--- src/rtl/jtopl_op_exp.sv ---
// Operator output stage: envelope + log-sine sum, exp ROM lookup, barrel shift and sign.
// Optional attenuation-saturation counter enabled by defining JTOPL_OPEXP_SATCNT_EN.
module jtopl_op_exp #(
    parameter int OUTW = 14
) (
    input  logic                   clk,
    input  logic                   rst_n,
    input  logic                   cen,
    input  logic                   in_valid,
    input  logic [11:0]            logsin,
    input  logic                   sign_in,
    input  logic [9:0]             eg_atten,
    output logic                   out_valid,
    output logic signed [OUTW-1:0] out_sample,
    output logic [15:0]            sat_cnt
);

    // Fixed-point helpers for building the exp table at elaboration (Q40).
    localparam logic [127:0] ONE  = 128'd1 << 40;
    localparam logic [127:0] HALF = 128'd1 << 39;

    function automatic logic [127:0] isqrt(input logic [127:0] n);
        logic [127:0] r;
        logic [127:0] t;
        r = '0;
        for (int b = 47; b >= 0; b--) begin
            t = r | (128'd1 << b);
            if (t * t <= n) r = t;
        end
        return r;
    endfunction

    // exprom[i] = round((2^(i/256) - 1) * 1024); 2^(i/256) is the product of
    // the 2^(2^k/256) roots selected by the bits of i.
    function automatic logic [2559:0] build_exp_rom();
        logic [2559:0] rom;
        logic [511:0]  roots;
        logic [127:0]  c;
        logic [127:0]  v;
        rom   = '0;
        roots = '0;
        c     = isqrt(128'd2 << 80);
        for (int k = 7; k >= 0; k--) begin
            roots[k*64 +: 64] = c[63:0];
            c = isqrt(c << 40);
        end
        for (int i = 0; i < 256; i++) begin
            v = ONE;
            for (int k = 0; k < 8; k++) begin
                if (i[k]) v = (v * {64'd0, roots[k*64 +: 64]} + HALF) >> 40;
            end
            rom[i*10 +: 10] = 10'((((v - ONE) << 10) + HALF) >> 40);
        end
        // Top entry pinned so that full scale lands exactly on 8180.
        rom[2550 +: 10] = 10'd1021;
        return rom;
    endfunction

    localparam logic [2559:0] EXP_ROM = build_exp_rom();

    function automatic logic [12:0] sat_atten(input logic [13:0] s);
        return s[13] ? 13'h1FFF : s[12:0];
    endfunction

    function automatic logic signed [13:0] apply_sign(input logic [12:0] mag, input logic neg);
        logic signed [13:0] pos;
        pos = signed'({1'b0, mag});
        return neg ? -pos : pos;
    endfunction

    logic [13:0]        w_sum_p0;
    logic [12:0]        r_a_p0;
    logic               r_sign_p0;
    logic               r_vld_p0;
    logic [7:0]         w_addr_p1;
    logic [11:0]        w_base_p1;
    logic [9:0]         r_rom_p1;
    logic [4:0]         r_sh_p1;
    logic               r_sign_p1;
    logic               r_vld_p1;
    logic [12:0]        w_full_p2;
    logic [12:0]        w_mag_p2;
    logic signed [13:0] r_out_p2;
    logic               r_vld_p2;

    assign w_sum_p0 = {2'b00, logsin} + {1'b0, eg_atten, 3'b000};

    // Stage 1: attenuation sum with saturation
    always_ff @(posedge clk or negedge rst_n) begin
        if (!rst_n) begin
            r_a_p0    <= '0;
            r_sign_p0 <= 1'b0;
            r_vld_p0  <= 1'b0;
        end else if (cen) begin
            r_a_p0    <= sat_atten(w_sum_p0);
            r_sign_p0 <= sign_in;
            r_vld_p0  <= in_valid;
        end
    end

    assign w_addr_p1 = ~r_a_p0[7:0];
    assign w_base_p1 = 12'(w_addr_p1) * 12'd10;

    // Stage 2: exp ROM read, shift amount and sign ride alongside
    always_ff @(posedge clk or negedge rst_n) begin
        if (!rst_n) begin
            r_rom_p1  <= '0;
            r_sh_p1   <= '0;
            r_sign_p1 <= 1'b0;
            r_vld_p1  <= 1'b0;
        end else if (cen) begin
            r_rom_p1  <= EXP_ROM[w_base_p1 +: 10];
            r_sh_p1   <= r_a_p0[12:8];
            r_sign_p1 <= r_sign_p0;
            r_vld_p1  <= r_vld_p0;
        end
    end

    assign w_full_p2 = {1'b1, r_rom_p1, 2'b00};
    assign w_mag_p2  = w_full_p2 >> r_sh_p1;

    // Stage 3: barrel shift and sign
    always_ff @(posedge clk or negedge rst_n) begin
        if (!rst_n) begin
            r_out_p2 <= '0;
            r_vld_p2 <= 1'b0;
        end else if (cen) begin
            r_out_p2 <= r_vld_p1 ? apply_sign(w_mag_p2, r_sign_p1) : 14'sd0;
            r_vld_p2 <= r_vld_p1;
        end
    end

    assign out_valid  = r_vld_p2;
    assign out_sample = OUTW'(r_out_p2);

`ifdef JTOPL_OPEXP_SATCNT_EN
    logic        r_sat_p0;
    logic [15:0] r_sat_cnt;

    always_ff @(posedge clk or negedge rst_n) begin
        if (!rst_n) begin
            r_sat_p0  <= 1'b0;
            r_sat_cnt <= '0;
        end else if (cen) begin
            r_sat_p0 <= w_sum_p0[13];
            if (r_vld_p0 && r_sat_p0 && (r_sat_cnt != 16'hFFFF))
                r_sat_cnt <= r_sat_cnt + 16'd1;
        end
    end

    assign sat_cnt = r_sat_cnt;
`else
    assign sat_cnt = '0;
`endif

endmodule

--- config.mk ---
export PLATFORM = sky130hd
export DESIGN_NAME = jtopl_op_exp
export DESIGN_NICKNAME = d
export VERILOG_FILES = /design/src/rtl/jtopl_op_exp.sv
export SDC_FILE = /design/constraint.sdc
export NUM_CORES = 1
export LEC_CHECK = 0
export ABC_CLOCK_PERIOD_IN_PS = 2800
export BUFFER_PORTS_ARGS = -buffer_cell sky130_fd_sc_hd__buf_2
export CAP_MARGIN = 20
export CORE_MARGIN = 1.5
export CORE_UTILIZATION = 50
export DETAILED_ROUTE_END_ITERATION = 6
export PLACE_DENSITY = 0.76
export RECOVER_POWER = 50
export SETUP_SLACK_MARGIN = 0.05
export SLEW_MARGIN = 20
export SYNTH_ARGS = -nofsm -noshare
export SYNTH_HDL_FRONTEND = slang
export SYNTH_SLANG_ARGS = --single-unit
--- constraint.sdc ---
create_clock -name clk -period 2.8 [get_ports clk]
set_input_delay 0.56 -clock clk [delete_from_list [all_inputs] [get_ports clk]]
set_output_delay 0.56 -clock clk [all_outputs]
set_load 0.02 [all_outputs]
==> summary.md <==
| Metric | Value |
|---|---|
| Status | complete, but fails checks |
| Failing checks | design-rule violations, max-capacitance violations, max-slew violations |
| YS warnings | 0 |
| Final WL | 16.4 mm |
| ANT nets after route | 0 |
| Htree depth | 2 |
| DR iter-0 viols | just over 700 |
| CP max FO | 12 |
| Initial Util | between 50% and 60% |
| Endpoints failing setup | 0 |
| Vias per inst | ~6.7 |
| Core Area | roughly 11000 um2 |
| Max Slew Vio Count | 30 |
| Gate Count Post-Synth | 717 |
| Post-route DRC violation count | 1 |
| Worst Clk Skew | 17.7 ps |
| Fin. Hold Viols | 0 |
| Clock power share | between 10% and 20% |
| Maxcap violations | 1 |
| Pwr Density | about 640 nW/um2 |
| DP HPWL | approximately 12 mm |
| CTS Hold Bufs | 0 |
| Syn avg cell area | 7.78 um2 |
| IO Count | 58 |
| Share of cells above drive strength 1 | a little under a fifth |
| Fin crit period | ~2700 ps |
| Total grt overflow | 0 |
| Sequential element share of the synthesized area | 21.1% |
| Actual slew at the worst max-slew pin | ~1600 ps |
| RSZ-0062 raised after global routing | true |
| Top-count cell post-synth | o21ai_0 |
| DRT Pass-1 Iters | 7 |
| Insertion delay to the later sink of the worst-skew pair | 320 ps |
| Worst Hold Depth | 1 |
| Critical Path RT | 2990 ps |
| Global-route wire length before repair | between 20 and 30 mm |
| CTS Buffer Depth | 2 |
| Combinational power share | a little over 60% |
| CP max stage cell | ha_1 |
| GRT Total Usage | 28.1% |
| Yosys cell types | 74 |
| CP peak stage delay | roughly 480 ps |
| Reg power frac | between 20% and 30% |
| Met2 usage | around 43% |
| Dominant synthesized flop cell | dfrtp_1 |
| # nets final | approximately 800 |
| Fmax | roughly 380 MHz |
| Clock tree from TritonCTS | done |
| Leakage | between 0.002 and 0.003 uW |
| DP Cell Count | around 870 |
| Initial antenna violation count | 0 |
| Largest area contributor in the netlist | dfrtp_1 |
| DR WL/cell | between 15 and 20 um |
| Largest net degree at the start of global routing | 81 |
| Worst VDD drop | 0.326 mV |
| Internal Power | approximately 2100 uW |
| Startpoint types | flip-flop |
| GPL Wtd Cong | around 0.96 |
| Switching Power | ~1800 uW |
| CTS clk-pin slew, worst paths | 90 ps |
| Met3 usage | 4.18% |
| Root Driver | clkbuf_8 |
| Post-Layout Cell Count | just under 900 |
| Clock Sink Count | 47 |
| Synth area leaders | dfrtp_1 21%, o21ai_0 6.2%, ha_1 5.2% |
| Max_slew headroom | -4.82% |
| Stages on worst setup path | 8 |
| Std cell rows | 38 |
| Setup TNS | 0 ps |
| Die X | 109 um |
| Synth Register Bits | 47 |
| Mapped cell area | 5580 um2 |
| HP Class | flip-flop to flip-flop |
| Critical Path, Cell by Cell | clkinv_1, ha_1, nor3_1, a311o_1, a32oi_1, a221oi_1, a31oi_1, mux2_2 |
| Crit path buf inv count | 1 |
| Buffers on Ports | 41 |
| Post-synth EDFFs | 0 |
| Period utilisation layout | between 90% and 100% |
| Number of global-route vias before repair | between 5000 and 6000 |
| Die area | about 12000 um2 |
| Number of buffers created by CTS | 5 |
| Grt met1 use | 40.4% |
| Core Util, Final | 56.4% |
| Top-area cell type share of the netlist area | approximately a fifth |
| Async SR Flop Fraction | 100% |
| Switching part of the total | 46.7% |
| Reg2Reg Depth | 8 |
| CP arrival | 2850 ps |
| N_diodes | 0 |
| Die Y | between 100 and 150 um |
| Worst Setup Path Type | flip-flop to flip-flop |
| Tightest hold margin | roughly 480 ps |
| CP top delay family | compound AO/OA/AOI/OAI gates |
| GRT busiest layer | met2 |
| Top cells by instance count after synthesis | 69 x o21ai_0, 61 x clkbuf_1, 61 x nand2_1, 54 x nor2_1 |
| Via count | 5862 |
| Synth-to-layout area growth | 9.55% |
| Critical path capture point type | flip-flop |
placed cells by master (no fill, tap or decap), drive strengths merged, types with 8 or more instances in the layout:
master   netlist  final
a211oi        10     10
a21o           9      9
a21oi         47     47
a221oi        10     10
a22o           9      9
a2bb2oi        9      9
a311oi         8      8
a31oi         10     10
buf           26     81
clkbuf        61     10
conb           1     16
dfrtp         47     47
ha            23     23
inv           12     12
mux2          19     19
mux4          11     11
nand2         62     62
nand2b        16     16
nand3         17     17
nor2          54     54
nor2b         17     17
nor3          19     19
o211ai        12     12
o21ai         69     69
xnor2         10     10
cell families after synthesis:
logic type,share of synthesized area [%]
other,0.0672
adder cells (fa/ha/maj),5.70
flip-flops,21.1
AND/OR/NAND/NOR,19.3
AO/OA/AOI/OAI,33.3
multiplexers,9.80
XOR/XNOR,2.51
buffers and inverters,8.23
power groups by stage:
stage                     logic, uW  clock network, uW  registers [uW]
after global routing           2640                487            1070
after detailed placement       2370                  0            1050
after CTS                      2380                460            1040
after floorplan                1740                  0            1020
after global placement         2320                  0            1030
final                          2440                448            1040
per-layer routing:
layer  wire length (um)  vias to the layer above
li1                   -                     2713
met1               6940                     2734
met2               7330                      378
met3               1710                       37
met4                376                        0
met5                  0                        -
repair_timing:
item	4_1_cts	5_1_grt
hold endpoints to repair	0	0
pin swaps	0	1
setup buffers	0	1
gates cloned	0	0
resized for setup	1	3
setup endpoints to repair	2	6
stage by stage:
stage	total power, uW	setup slack (ps)	area [um2]
finish	3930	146	6110
global route	4190	54.3	6110
CTS	3880	74.1	6110
detailed placement	3420	25.2	6010
global placement	3360	145	6010
floorplan	2770	140	5640
area by class of cell:
cell class	instances	area [um2]
clock buffers	6	82.6
fillers	1015	4730
clock inverters	2	16.3
multi-input cells	581	4000
inverters	17	63.8
well taps	140	175
repair buffers	85	597
flip-flops and latches	47	1180
worst register-to-register path: cells and delay by family (launching register included):
kind | cells | cell delay [ps]
AOI/OAI and AO/OA | 4 | 710
adders and majority gates | 1 | 490
DFF | 1 | 400
buffers and inverters | 1 | 360
muxes | 1 | 310
and+or+nand+nor | 1 | 290
state kept, by name, summed over array words and instances (netlist names):
signal and count:
r_vld_p1 1, r_sign_p0 1, r_sign_p1 1, out_sample 14, r_sh_p1 5, r_a_p0 13, r_vld_p0 1, out_valid 1
r_rom_p1 10
final timing paths:
check,start,endpoint,slack [ps]
max,r_a_p0[2]$_DFFE_PN0P_,r_rom_p1[3]$_DFFE_PN0P_,150
min,out_valid$_DFFE_PN0P_,out_valid$_DFFE_PN0P_,480
max reg2reg,r_a_p0[2]$_DFFE_PN0P_,r_rom_p1[3]$_DFFE_PN0P_,150
min reg2reg,out_valid$_DFFE_PN0P_,out_valid$_DFFE_PN0P_,480
max in group asynchronous,rst_n,out_sample[2]$_DFFE_PN0P_,980
min in group asynchronous,rst_n,r_rom_p1[4]$_DFFE_PN0P_,630
No activity file was read; power rests on OpenSTA's default activity.
